**src/rtl/bit_population_pattern_gen.sv**
```systemverilog
// bit_population_pattern_gen
// Streams every WIDTH-bit word with exactly k bits set, in ascending order,
// over a valid/ready interface. The final word of a command carries data_last_o.
// A request with k > WIDTH is rejected with a one-cycle err_o pulse.
module bit_population_pattern_gen #(
  parameter  int WIDTH = 16,
  localparam int CW    = $clog2(WIDTH) + 1
) (
  input  logic             clk_i,
  input  logic             rst_n_i,
  input  logic [CW-1:0]    count_i,
  input  logic             cmd_val_i,
  output logic             cmd_rdy_o,
  output logic [WIDTH-1:0] data_o,
  output logic             data_val_o,
  input  logic             data_rdy_i,
  output logic             data_last_o,
  output logic             err_o
);

  typedef enum logic {
    IDLE = 1'b0,
    RUN  = 1'b1
  } state_t;

  state_t           state_reg, state_next;
  logic [WIDTH-1:0] data_reg, data_next;
  logic [WIDTH-1:0] top_reg, top_next;
  logic             val_reg, val_next;
  logic             err_reg, err_next;

  logic [WIDTH-1:0] first_pat;
  logic [WIDTH-1:0] top_pat;
  logic [WIDTH-1:0] low_bit;
  logic [WIDTH-1:0] ripple;
  logic [WIDTH-1:0] next_pat;
  logic [CW-1:0]    ctz;
  logic [CW:0]      shamt;
  logic             last;

  // k ones in the LSBs is the smallest word of the set; k ones in the MSBs is
  // the largest. Shifting an all-ones word by k covers k = 0 and k = WIDTH.
  assign first_pat = ~({WIDTH{1'b1}} << count_i);
  assign top_pat   = ~({WIDTH{1'b1}} >> count_i);

  // Trailing-zero count of the current word, lowest set bit wins.
  always_comb begin
    ctz = '0;
    for (int i = WIDTH - 1; i >= 0; i--) begin
      if (data_reg[i]) ctz = CW'(i);
    end
  end

  // Next word with the same population (Gosper's hack). Only consumed for
  // non-last words, so the add never carries out of WIDTH bits, and the
  // divide by the lowest set bit is replaced by a shift of ctz + 2.
  assign low_bit  = data_reg & (-data_reg);
  assign ripple   = data_reg + low_bit;
  assign shamt    = {1'b0, ctz} + (CW + 1)'(2);
  assign next_pat = ripple | ((ripple ^ data_reg) >> shamt);

  assign last = val_reg & (data_reg == top_reg);

  // Next-state and datapath update for the IDLE/RUN controller.
  always_comb begin
    state_next = state_reg;
    data_next  = data_reg;
    top_next   = top_reg;
    val_next   = val_reg;
    err_next   = 1'b0;
    if (state_reg == IDLE) begin
      if (cmd_val_i) begin
        if (count_i > CW'(WIDTH)) begin
          err_next = 1'b1;
        end else begin
          data_next  = first_pat;
          top_next   = top_pat;
          val_next   = 1'b1;
          state_next = RUN;
        end
      end
    end else begin
      if (val_reg && data_rdy_i) begin
        if (last) begin
          val_next   = 1'b0;
          state_next = IDLE;
        end else begin
          data_next = next_pat;
        end
      end
    end
  end

  // State and output registers; reset discards any sequence in flight.
  always_ff @(posedge clk_i or negedge rst_n_i) begin
    if (!rst_n_i) begin
      state_reg <= IDLE;
      data_reg  <= '0;
      top_reg   <= '0;
      val_reg   <= 1'b0;
      err_reg   <= 1'b0;
    end else begin
      state_reg <= state_next;
      data_reg  <= data_next;
      top_reg   <= top_next;
      val_reg   <= val_next;
      err_reg   <= err_next;
    end
  end

  assign cmd_rdy_o   = (state_reg == IDLE);
  assign data_o      = data_reg;
  assign data_val_o  = val_reg;
  assign data_last_o = last;
  assign err_o       = err_reg;

endmodule

```
**config.mk**
```make
export PLATFORM = sky130hd
export DESIGN_NAME = bit_population_pattern_gen
export DESIGN_NICKNAME = d
export VERILOG_FILES = /design/src/rtl/bit_population_pattern_gen.sv
export SDC_FILE = /design/constraint.sdc
export NUM_CORES = 1
export LEC_CHECK = 0
export ABC_AREA = 1
export BUFFER_PORTS_ARGS = -buffer_cell sky130_fd_sc_hd__buf_4
export CAP_MARGIN = 40
export CORE_MARGIN = 1
export CORE_UTILIZATION = 35
export CTS_CLUSTER_SIZE = 40
export DETAILED_ROUTE_END_ITERATION = 8
export GPL_TIMING_DRIVEN = 0
export PLACE_DENSITY = 0.49
export SKIP_CTS_REPAIR_TIMING = 1
export SYNTH_ARGS = -nofsm -noshare
export SYNTH_HDL_FRONTEND = slang
export SYNTH_SLANG_ARGS = --single-unit
```
**constraint.sdc**
```tcl
create_clock -name clk_i -period 3.5 [get_ports clk_i]
set_input_delay 0.35 -clock clk_i [delete_from_list [all_inputs] [get_ports clk_i]]
set_output_delay 0.35 -clock clk_i [all_outputs]
set_load 0.01 [all_outputs]
```
==> impl_metrics.tcl <==
set metrics [dict create \
    cts_inserted_buffers 5 \
    final_cell_mix "nand2_1, inv_1, nand3_1" \
    setup_violations 0 \
    p_leak_uw 0.002060 \
    h-tree-depth 2 \
    ys_seq_area_share_pct 25.05 \
    path_class "reg -> reg" \
    hold_path.class "in -> async" \
    powerDensity_nw_per_um2 861.6 \
    core_area_sq_um 9729 \
    netlist_top_cells_area "dfrtp_1, nand2_1, nand3_1" \
    ctsRootBufferMaster "clkbuf_8" \
    ctsLongestPathBuffers 2 \
    drc 0 \
    die_w_um 101.9 \
    rsz0062_at_grt "false" \
    yosys.area.top_type "dfrtp_1" \
    syn-num-nets 592 \
    first_global_vias 3629 \
    finalWeightedCongestion 0.9158 \
    routed_wl_um 12320 \
    clock_latency_ns 0.29 \
    synth_cell_types 40 \
    final.min_clock_period_ns 2.907 \
    slowest_delay_ns 0.50 \
    fin_skew_ns 0.01018 \
    max_slew_margin_pct 45.83 \
    irDropWorstVdd_mv 0.3610 \
    fmax_mhz 344.0 \
    worstSetupStartpointType "flop" \
    vias 3933 \
    yosys_warnings 0 \
    slew_viol_final 0 \
    syn_inst 583 \
    diodes 0 \
    regToRegSetupSlack_ns 0.59 \
    fill_cells 1116 \
    path_cells "inv_2, nand2_1, nor3_1, nand3_1, nand3_1, nor2_1, nand2_1, nand2_1, nor3_1, nand3_1, nand3_1, nand2_1, nand2_1, nand2_1, nand2_1, nand3_1, nand2_1, nand2_1" \
    worstSetupEndpointType "flop" \
    worstMarginPinSlew_ns 0.8040 \
    drtIter0Drc 287 \
    ant_nets 0 \
    worst_ep_required_time_ns 3.69 \
    dr.pass1.iters 5 \
    die_area_sq_um 10390 \
    stdcell_area_sq_um 3994 \
    ios 29 \
    start_util_pct 35.93 \
    grt_max_degree 36 \
    synth_top_area_share_pct 25.05 \
    grt_pass1_wl_um 19530 \
    cp_max_fo 7 \
    slowest_stage "dfrtp_1" \
    hold_viol_final 0 \
    clkSinkCount 35 \
    path_clk_slew_ns 0.08 \
    fin_tns_setup_ns 0 \
    via_per_inst 5.230 \
    drive_above_1_share_pct 16.16 \
    syn_to_final_growth_pct 14.24 \
    status "finished clean" \
    ys_ff_latch 35 \
    cts_tree "yes" \
    nets 627 \
    place_hpwl_um 10040 \
    placed_area_sq_um 3872 \
    syn_area_sq_um 3496 \
    die_height_um 101.9 \
    synth_area_per_cell_sq_um 5.996 \
    post-route-period-util_pct 83.06 \
    grt_usage_pct 25.21 \
    arrival_ns 3.09 \
    path_common_cell "nand2_1" \
    grt.overflow.total 0 \
    mostFrequentLayoutCell "nand2_1" \
    antenna_found_initial 0 \
    numPortBuffers 28 \
    rows 36 \
    routedWlPerCell_um 16.38 \
    maxCapViolCount 0 \
]
path summary, 6_finish.rpt:
path                             from         end  cells after the start
min                           rst_n_i       err_o                      1
max in group asynchronous     rst_n_i   data_o[4]                      1
min reg2reg                top_reg[7]  top_reg[7]                      2
max                         data_o[8]   data_o[8]                     18
min in group clk_i          cmd_val_i       err_o                      2
max reg2reg                 data_o[8]   data_o[8]                     18
cell usage after synthesis, drive strengths merged:
cell and count:
nand2 200, inv 72, o21ai 60, nand3 55, nor2 54, a21oi 40, dfrtp 35, buf 11
nand4 11, clkbuf 9, nor3 7, a31oi 4, nand3b 4, xnor2 4, xor2 4, a211oi 2
clkinv 2, nor4 2, o211ai 2, a22oi 1, a2bb2oi 1, nor3b 1, o22ai 1, or3b 1
power by group:
part / internal (uW) / total [uW] / switching, uW
combinational: 753 / 2280 / 1520
sequential: 561 / 774 / 212
clock: 234 / 392 / 158
routing by layer:
metal  global-route usage (%)  vias to the layer above  share of wire [%]
met3                    2.052                       17                4.3
met5                        0                        -                  0
met1                    34.88                     1835                 46
met2                    42.46                      122                 48
met4                    6.484                        0                1.9
li1                         -                     1959                  -
area by class of cell:
class,instances,area (sq um),share of cell area [%]
clock inverters,2,38.79,0.9712
repair buffers,28,210.2,5.263
flip-flops and latches,35,875.8,21.93
plain buffers,20,97.59,2.444
multi-input cells,454,2245,56.20
inverters,74,277.8,6.955
well taps,133,166.4,4.167
clock buffers,6,82.58,2.068
stage by stage:
stage               util [%]  power, uW  worst slack (ns)  hold WS (ns)  std cells
floorplan                  -       2303             1.203       0.05441        583
CTS                    41.05       3423            0.5520       0.02961        752
detailed placement     39.80       3023            0.5717        0.3405        744
finish                 41.05       3441            0.5929      0.004957        752
global route           41.05       3754            0.3000       0.03162        752
global placement       39.80       3029            0.5856        0.3416        744
cell families (layout without fill, tap and decap cells):
kind of cell	count (synthesis)	in the layout	synth area share, %
simple gates	335	335	44.27
xor+xnor	8	8	2.004
buf+inv	94	130	10.74
flops	35	35	25.05
compound gates	111	111	17.93
worst max-delay path, delay by kind of cell (launching register included):
family                 cells  cell delay (ns)
and+or+nand+nor           17             2.14
DFF                        1             0.50
buffers and inverters      1             0.18
No activity file was read; power rests on OpenSTA's default activity.
